### config.mk
export PLATFORM = sky130hd
export DESIGN_NAME = demux16_deserializer_flat
export DESIGN_NICKNAME = d
export VERILOG_FILES = /design/src/rtl/demux16_deserializer_if.sv /design/src/rtl/demux16_deserializer.sv /design/src/flat_wrapper.sv
export SDC_FILE = /design/constraint.sdc
export NUM_CORES = 1
export LEC_CHECK = 0
export ABC_AREA = 1
export CAP_MARGIN = 20
export CORE_MARGIN = 2
export CORE_UTILIZATION = 48
export DETAILED_ROUTE_END_ITERATION = 16
export GPL_TIMING_DRIVEN = 0
export PLACE_DENSITY = 0.82
export SLEW_MARGIN = 20
export SYNTH_ARGS = -nofsm -noshare
export SYNTH_HDL_FRONTEND = slang
export SYNTH_SLANG_ARGS = --single-unit
### constraint.sdc
create_clock -name clk -period 1.6 [get_ports clk]
set_input_delay 0.32 -clock clk [delete_from_list [all_inputs] [get_ports clk]]
set_output_delay 0.32 -clock clk [all_outputs]
set_load 0.005 [all_outputs]
### src/rtl/demux16_deserializer_if.sv
// ---------------------------------------------------------------------------
// demux16_deserializer_if
//
// Bundles the serial input stream, the steering controls and the parallel
// output handshake of demux16_deserializer into one interface. The clock and
// reset are plain ports on the design and are not part of the bundle.
//
// Signals:
//   in_bit     serial data bit
//   in_valid   in_bit is valid this cycle
//   in_ready   deserializer accepts a beat this cycle (combinational)
//   addr_mode  0 = sequential counter steering, 1 = addressed steering
//   S3..S0     bit-position select used in addressed mode (S3 = MSB)
//   flush      synchronous abort of the partially assembled word
//   out_word   assembled 16-bit word (registered)
//   out_valid  out_word holds an unconsumed word
//   out_ready  consumer accepts out_word
//   beat_cnt   beats accepted toward the current word
//   par_err    parity mismatch flag, qualified by out_valid
//
// Modports:
//   slave   the deserializer itself
//   master  the environment: serial source plus parallel consumer
// ---------------------------------------------------------------------------
interface demux16_deserializer_if;

    logic        in_bit;
    logic        in_valid;
    logic        in_ready;
    logic        addr_mode;
    logic        S3;
    logic        S2;
    logic        S1;
    logic        S0;
    logic        flush;
    logic [15:0] out_word;
    logic        out_valid;
    logic        out_ready;
    logic [4:0]  beat_cnt;
    logic        par_err;

    modport slave (
        input  in_bit,
        input  in_valid,
        output in_ready,
        input  addr_mode,
        input  S3,
        input  S2,
        input  S1,
        input  S0,
        input  flush,
        output out_word,
        output out_valid,
        input  out_ready,
        output beat_cnt,
        output par_err
    );

    modport master (
        output in_bit,
        output in_valid,
        input  in_ready,
        output addr_mode,
        output S3,
        output S2,
        output S1,
        output S0,
        output flush,
        input  out_word,
        input  out_valid,
        output out_ready,
        input  beat_cnt,
        input  par_err
    );

endinterface

### src/rtl/demux16_deserializer.sv
// ---------------------------------------------------------------------------
// demux16_deserializer
//
// Sequential 1-to-16 demultiplexer. A serial bit stream is steered into the
// 16 bit positions of an assembly register, either by an internal beat index
// (sequential mode) or by the explicit select S3..S0 (addressed mode). Once
// the word is complete it is moved into a registered valid/ready output port
// that feeds the parallel shift stages.
//
// Parameters:
//   LSB_FIRST  sequential fill order: 1 = beat k writes bit k,
//              0 = beat k writes bit 15-k
//   WORD_CLR   1 = assembly register cleared after each completed word,
//              0 = assembly register keeps its previous contents
//
// Optional build macro:
//   DEMUX_PARITY_EN  when defined each word is 17 beats, the 17th being an
//                    even-parity bit over the 16 data bits; par_err reports a
//                    mismatch alongside out_word. When undefined words are 16
//                    beats and par_err is tied to 0.
//
// Ports:
//   clk    rising-edge clock
//   rst_n  synchronous active-low reset
//   bus    demux16_deserializer_if.slave (stream, steering and output port)
// ---------------------------------------------------------------------------
module demux16_deserializer #(
    parameter int LSB_FIRST = 1,
    parameter int WORD_CLR  = 1
) (
    input  logic                        clk,
    input  logic                        rst_n,
    demux16_deserializer_if.slave       bus
);

`ifdef DEMUX_PARITY_EN
    // The 17th beat (index 16) carries parity and closes the word.
    localparam logic [4:0] LAST_IDX = 5'd16;
`else
    localparam logic [4:0] LAST_IDX = 5'd15;
`endif

    logic [4:0]  idx_q;
    logic [15:0] asm_q;
    logic [15:0] out_word_q;
    logic        out_valid_q;

    logic        in_ready;
    logic        accept;
    logic        complete;
    logic        transfer;
    logic        data_beat;
    logic [3:0]  pos;
    logic [15:0] asm_merged;

    // Only the closing beat can stall: it needs the output register, which
    // is still busy while an unconsumed word sits there. The consumer taking
    // that word in the same cycle frees the register just in time.
    assign in_ready = !((idx_q == LAST_IDX) && out_valid_q && !bus.out_ready);

    // A flush wins over any beat offered alongside it.
    assign accept   = bus.in_valid && in_ready && !bus.flush;
    assign complete = accept && (idx_q == LAST_IDX);
    assign transfer = out_valid_q && bus.out_ready;

`ifdef DEMUX_PARITY_EN
    // The parity beat ignores steering and writes no data position.
    assign data_beat = (idx_q != LAST_IDX);
`else
    assign data_beat = 1'b1;
`endif

    // Pick the bit position for this beat. Mode is sampled per beat, so the
    // steering can switch between sequential and addressed mid-word.
    always_comb begin
        pos = idx_q[3:0];
        if (bus.addr_mode) begin
            pos = {bus.S3, bus.S2, bus.S1, bus.S0};
        end else if (LSB_FIRST == 0) begin
            pos = 4'd15 - idx_q[3:0];
        end
    end

    // The assembly register with the current beat merged in. This is what
    // gets latched into out_word on the closing beat, so a word completes
    // one cycle after its last beat rather than two.
    always_comb begin
        asm_merged = asm_q;
        if (data_beat) begin
            asm_merged[pos] = bus.in_bit;
        end
    end

    // Assembly side: beat index and assembly register. Flush and reset both
    // discard the partial word; a completed word restarts the index and,
    // with WORD_CLR set, starts the next word from all zeros.
    always_ff @(posedge clk) begin
        if (!rst_n) begin
            idx_q <= '0;
            asm_q <= '0;
        end else if (bus.flush) begin
            idx_q <= '0;
            asm_q <= '0;
        end else if (accept) begin
            if (complete) begin
                idx_q <= '0;
                asm_q <= (WORD_CLR != 0) ? 16'h0000 : asm_merged;
            end else begin
                idx_q <= idx_q + 5'd1;
                asm_q <= asm_merged;
            end
        end
    end

    // Output side: a completing beat always loads a fresh word and keeps
    // out_valid high, even when the previous word leaves in the same cycle.
    // Otherwise a transfer empties the register. Flush does not touch it.
    always_ff @(posedge clk) begin
        if (!rst_n) begin
            out_word_q  <= '0;
            out_valid_q <= 1'b0;
        end else if (complete) begin
            out_word_q  <= asm_merged;
            out_valid_q <= 1'b1;
        end else if (transfer) begin
            out_valid_q <= 1'b0;
        end
    end

`ifdef DEMUX_PARITY_EN
    logic par_err_q;

    // Even parity: the 16 data bits XOR the parity bit must come to zero.
    // On the parity beat asm_merged equals the finished data word. The flag
    // travels with out_word and drops when the word leaves with no successor.
    always_ff @(posedge clk) begin
        if (!rst_n) begin
            par_err_q <= 1'b0;
        end else if (complete) begin
            par_err_q <= (^asm_merged) ^ bus.in_bit;
        end else if (transfer) begin
            par_err_q <= 1'b0;
        end
    end

    assign bus.par_err = par_err_q;
`else
    assign bus.par_err = 1'b0;
`endif

    assign bus.in_ready  = in_ready;
    assign bus.out_word  = out_word_q;
    assign bus.out_valid = out_valid_q;
    assign bus.beat_cnt  = idx_q;

endmodule

### src/flat_wrapper.sv
// flat-port wrapper written by rule: the top's interface ports become plain ports
module demux16_deserializer_flat 
#(
    parameter int LSB_FIRST = 1,
    parameter int WORD_CLR  = 1
)
  (clk, rst_n, bus_in_bit, bus_in_valid, bus_in_ready, bus_addr_mode, bus_S3, bus_S2, bus_S1, bus_S0, bus_flush, bus_out_word, bus_out_valid, bus_out_ready, bus_beat_cnt, bus_par_err);
  demux16_deserializer_if bus_i ();
  input  logic clk;
  input  logic rst_n;
  input wire logic [$bits(bus_i.in_bit)-1:0] bus_in_bit;
  input wire logic [$bits(bus_i.in_valid)-1:0] bus_in_valid;
  output wire logic [$bits(bus_i.in_ready)-1:0] bus_in_ready;
  input wire logic [$bits(bus_i.addr_mode)-1:0] bus_addr_mode;
  input wire logic [$bits(bus_i.S3)-1:0] bus_S3;
  input wire logic [$bits(bus_i.S2)-1:0] bus_S2;
  input wire logic [$bits(bus_i.S1)-1:0] bus_S1;
  input wire logic [$bits(bus_i.S0)-1:0] bus_S0;
  input wire logic [$bits(bus_i.flush)-1:0] bus_flush;
  output wire logic [$bits(bus_i.out_word)-1:0] bus_out_word;
  output wire logic [$bits(bus_i.out_valid)-1:0] bus_out_valid;
  input wire logic [$bits(bus_i.out_ready)-1:0] bus_out_ready;
  output wire logic [$bits(bus_i.beat_cnt)-1:0] bus_beat_cnt;
  output wire logic [$bits(bus_i.par_err)-1:0] bus_par_err;
  assign bus_i.in_bit = bus_in_bit;
  assign bus_i.in_valid = bus_in_valid;
  assign bus_in_ready = bus_i.in_ready;
  assign bus_i.addr_mode = bus_addr_mode;
  assign bus_i.S3 = bus_S3;
  assign bus_i.S2 = bus_S2;
  assign bus_i.S1 = bus_S1;
  assign bus_i.S0 = bus_S0;
  assign bus_i.flush = bus_flush;
  assign bus_out_word = bus_i.out_word;
  assign bus_out_valid = bus_i.out_valid;
  assign bus_i.out_ready = bus_out_ready;
  assign bus_beat_cnt = bus_i.beat_cnt;
  assign bus_par_err = bus_i.par_err;
  demux16_deserializer #(.LSB_FIRST(LSB_FIRST), .WORD_CLR(WORD_CLR)) u_core (.clk(clk), .rst_n(rst_n), .bus(bus_i));
endmodule
### Word-level counts from Yosys, hierarchy flattened

Index checks and enable logic that the tools add are counted.

* shift operators: 0
* eq/ne operators: 1
* multipliers: 0
* order comparisons: 2
* add/sub/neg operators: 1
* muxes and demuxes: 8
* bitwise gates (word level): 1
* div/mod/pow operators: 0
* reductions and logical operators: 12

Operators with widths (count)
* 16-bit bitwise mux: 1
* 16-bit two-way mux: 1
* 1-bit logical AND: 7
* 5-bit by 1-bit adder with 5-bit output, second input constant: 1
* 5-bit by 4-bit == test with 1-bit output, second input constant: 1
* 4-bit by 5-bit < comparator with 1-bit output, second input constant: 1
* 5-bit two-way mux: 1
* 1-bit demux with 4-bit select: 1
* 4-bit by 1-bit greater-or-equal comparator with 1-bit output, second input constant: 1
* 4-bit two-way mux: 1
* 1-bit logical NOT: 3
* 1-bit two-way mux: 3
* 2-bit nonzero test: 1
* 2-bit OR reduction: 1
* 1-bit NOT: 1

* RAM bits: 0
* bits in read-only memories: 0
* bits of input ports: 11
* output and inout port bits: 24
* word-level logic and storage cells: 29
* memories kept: 0
* bits in latches: 0
* flip-flop bits (word level): 38

### Logic depth before layout (Yosys ltp)

* depth in word-level cells: 8
* mapped depth: 13

### Worst setup path before layout

Ideal clock, no wire load.

* kind: register to register
* start: reg u_core.idx_q[0], in the netlist u_core.bus.beat_cnt[0]
* end: reg u_core.out_word_q[10], in the netlist u_core.bus.out_word[10]
* period minus slack after synthesis: 1.806 ns
* setup time: 0.109 ns
* setup slack: -0.206 ns
* cell stages (with the launch flop): 13
* arrival time: 1.697 ns
* data required time: 1.491 ns
* cells stage by stage: dfxtp_1 > ha_1 > nand2_1 > nor2_1 > ha_1 > nand3_2 > nand2_4 > nor2_4 > nand2_4 > buf_6 > a21oi_1 > nand2_1 > inv_1

* cells in the longest elaborated chain, start to end: 7
* elaborated cells on any way between the ends: 14

RTL lines
* start: declaration: RTL line demux16_deserializer.sv:43 `logic [4:0] idx_q;`
* start signal: assignment: RTL line demux16_deserializer.sv:109 `idx_q <= idx_q + 5'd1;`
* 5-bit by 4-bit == test with 1-bit output: RTL line demux16_deserializer.sv:59 `assign in_ready = !((idx_q == LAST_IDX) && out_valid_q && !bus.out_ready);`
* 1-bit logical AND (2 in series): RTL line demux16_deserializer.sv:59
* 1-bit logical NOT: RTL line demux16_deserializer.sv:59
* named net bus_in_ready: RTL line flat_wrapper.sv:13 `output wire logic [$bits(bus_i.in_ready)-1:0] bus_in_ready;`
* 1-bit logical AND (2 in series): RTL line demux16_deserializer.sv:62 `assign accept = bus.in_valid && in_ready && !bus.flush;`
* 1-bit logical AND: RTL line demux16_deserializer.sv:63 `assign complete = accept && (idx_q == LAST_IDX);`
* end signal: assignment: RTL line demux16_deserializer.sv:123 `out_word_q <= asm_merged;`
* end: declaration: RTL line demux16_deserializer.sv:45 `logic [15:0] out_word_q;`

The timed path passes the listed nets, and every way through them passes these cells.
A chain may end at the register's enable or synchronous reset.

### Worst setup path in the final report

* start: in rst_n
* end: reg u_core.idx_q[4], in the netlist u_core.bus.beat_cnt[4]

* cells in the longest elaborated chain, start to end: 2

RTL lines
* start: declaration: RTL line flat_wrapper.sv:10 `input logic rst_n;`
* 1-bit NOT (no source line)
* 2-bit OR reduction (no source line)

Every way passes these cells.

==> flow_summary_export.csv <==
group,metric,value,unit
global_routing,grt_overflow_total,0,
die,initial_core_util,49.5,%
finish,fin_util,70.5,%
sta,setup_viol,37,
cts,insertion_delay,0.30,ns
critical_path,cp_max_fo,10,
job,cap_violations,0,
finish,stdcell_area,3050,um^2
sta,post-route-period-util,109,%
die,fp.dieW,70.7,um
logic_synthesis,yosysSeqAreaShare,35.6,%
run_status,violations,"setup timing",
global_routing,grt_max_degree,12,
run_status,status,"complete, but fails checks",
power,total_power,0.00204,W
critical_path,critPathLaunchType,"input pin",
logic_synthesis,syn-cell-area,2140,um^2
critical_path,cp-end-kind,"register",
sta,hold_viol_final,0,
power,vdd_drop_max,0.547,mV
sta,max_freq,0.572,GHz
finish,final_layout_size_suffix_gt1_share,25.9,%
cts,cts-root-buf,"clkbuf_8",
placed_design,port_buffers,32,
placed_design,dpl_cell_area,2590,um^2
critical_path,worstPathArrival,1.98,ns
drt,post-route-drc-count,0,
sta,maxSlewViolCount,0,
die,fp.dieH,70.7,um
die,core_area,4320,um^2
sta,skew,0.00799,ns
cts,ctsHoldBuffers,0,
global_routing,grt_pass1_wl,9.08,mm
die,rows,24,
global_routing,antenna_found_initial,0,
drt,drt-pass1-iter-count,4,
critical_path,critPathRequiredTime,1.83,ns
drt,wl_per_cell,13.4,um
cts,cts_buffers,5,
sta,fin_crit,1.75,ns
logic_synthesis,ys_warn_count,0,
cts,cts.htree.levels,2,
cts,clockBufferDepth,2,
power,p_per_area,670,nW/um^2
drt,drt-initial-drc-count,165,
logic_synthesis,synth.ff_latch_count,38,
finish,regArea,771,um^2
finish,n_antenna_cell,0,
logic_synthesis,synth.distinct_cells,20,
drt,vias,2291,
cts,cts_sinks,38,
finish,syn_to_final_growth,42.6,%
hold_path,hold_path_class,"register to register",
cts,path_clk_slew,0.08,ns
drt,routed_wirelength,6.01,mm
logic_synthesis,syn_nets,352,
global_routing,grt_pass1_vias,2023,
finish,layout_commonest_cell,"nand2_1",
finish,multi_input_area,1250,um^2
placed_design,gp_congestion,0.849,
logic_synthesis,syn_avg_cell_area,6.31,um^2
sta,rsz0062_at_grt,"yes",
die,ioPinCount,35,
finish,fill_cells,330,
placed_design,dp_hpwl,3.52,mm
global_routing,grt.total_usage,23.2,%
sta,fin_ws,-0.148,ns
drt,viasPerCell,5.09,
die,fp.dieArea,5000,um^2
cts,cts_tree,"yes",
logic_synthesis,synth_cells,339,
power,leakagePower,1.30,nW
finish,layout_common_cells,"121 x nand2_1, 60 x inv_1, 34 x dfxtp_1",
finish,fin_nets,410,
drt,ant_nets,0,
critical_path,worstSetupPathType,"input pin to register",
==> final cells by class <==
cell class | count | share of cell area (%)
buffer | 10 | 2.75
clock buffer | 8 | 3.61
inverter | 66 | 8.70
multi-input combinational | 225 | 41.1
sequential | 38 | 25.3
tap | 52 | 2.13
timing repair buffer | 51 | 16.4
==> synth_stat cells <==
cell      number  area (um^2)
nor2_1         7         26.3
dfxtp_1       38          761
a21oi_1       36          180
inv_2          2         7.51
nor3_4         1         16.3
nand3_1       33          165
inv_1         61          229
ha_1           2         25.0
nand2_1      132          495
conb_1         1         3.75
nor2_4         9          101
nand3_2        1         10.0
clkbuf_1       2         7.51
o21ai_0        1         5.00
buf_4          4         30.0
nand2_4        2         22.5
inv_4          1         6.26
clkinv_1       2         7.51
buf_2          1         5.00
buf_6          3         33.8
==> registers in the layout, summed over array words and instances, names as in the netlist <==
register	cells
u_core.asm_q	16
u_core.bus.out_word	16
u_core.bus.beat_cnt	5
u_core.bus.out_valid	1
==> cell families (layout without fill, tap and decap cells) <==
family	after synthesis	in the layout	synth area share, %
AOI/OAI and AO/OA	37	37	8.66
DFF	38	38	35.6
buffers and inverters	76	135	15.3
other	1	1	0.175
adders and majority gates	2	2	1.17
and+or+nand+nor	185	185	39.1
==> critical path: stages <==
cell             delay [ns]
clkdlybuf4s50_1        0.47
clkinv_2               0.19
nor2_2                 0.29
clkinvlp_4             0.26
buf_2                  0.27
a21oi_2                0.16
==> report_power, final <==
part | internal (W) | switching, W
Combinational | 0.000101 | 0.000192
Sequential | 0.000947 | 0.00000288
Clock | 0.000436 | 0.000364
==> through the flow <==
stage                     TNS, ns  cells  setup slack (ns)  hold WS, ns
final                       -3.47    450            -0.148        0.461
after global routing        -6.73    450            -0.209        0.478
after CTS                   -2.22    446            -0.105        0.463
after detailed placement   -12.19    423            -0.566        0.452
after global placement     -10.27    423            -0.472        0.447
after floorplan             -1.41    339           -0.0879        0.439
==> what timing repair did <==
item,CTS,global route
pin swaps,17,20
buffers inserted,12,2
gates cloned,3,2
gates resized for setup,32,40
endpoints found under the setup margin,39,42
==> layer usage <==
metal / GRT usage, % / wire length (um) / vias up
li1: - / - / 1143
met1: 25.9 / 2440 / 1057
met2: 39.7 / 3050 / 76
met3: 6.27 / 347 / 15
met4: 13.6 / 174 / 0
met5: 0 / 0 / -
==> final timing paths <==
| check | from | endpoint | slack, ns | depth (start not counted) |
|---|---|---|---|---|
| worst max-delay path | rst_n | u_core.bus.beat_cnt[4] | -0.15 | 6 |
| worst max register to register | u_core.bus.beat_cnt[1] | u_core.bus.beat_cnt[4] | -0.13 | 10 |
| worst min register to register | u_core.asm_q[2] | u_core.asm_q[2] | 0.46 | 2 |
| worst min-delay path | u_core.asm_q[2] | u_core.asm_q[2] | 0.46 | 2 |
No activity file was read; power rests on OpenSTA's default activity.
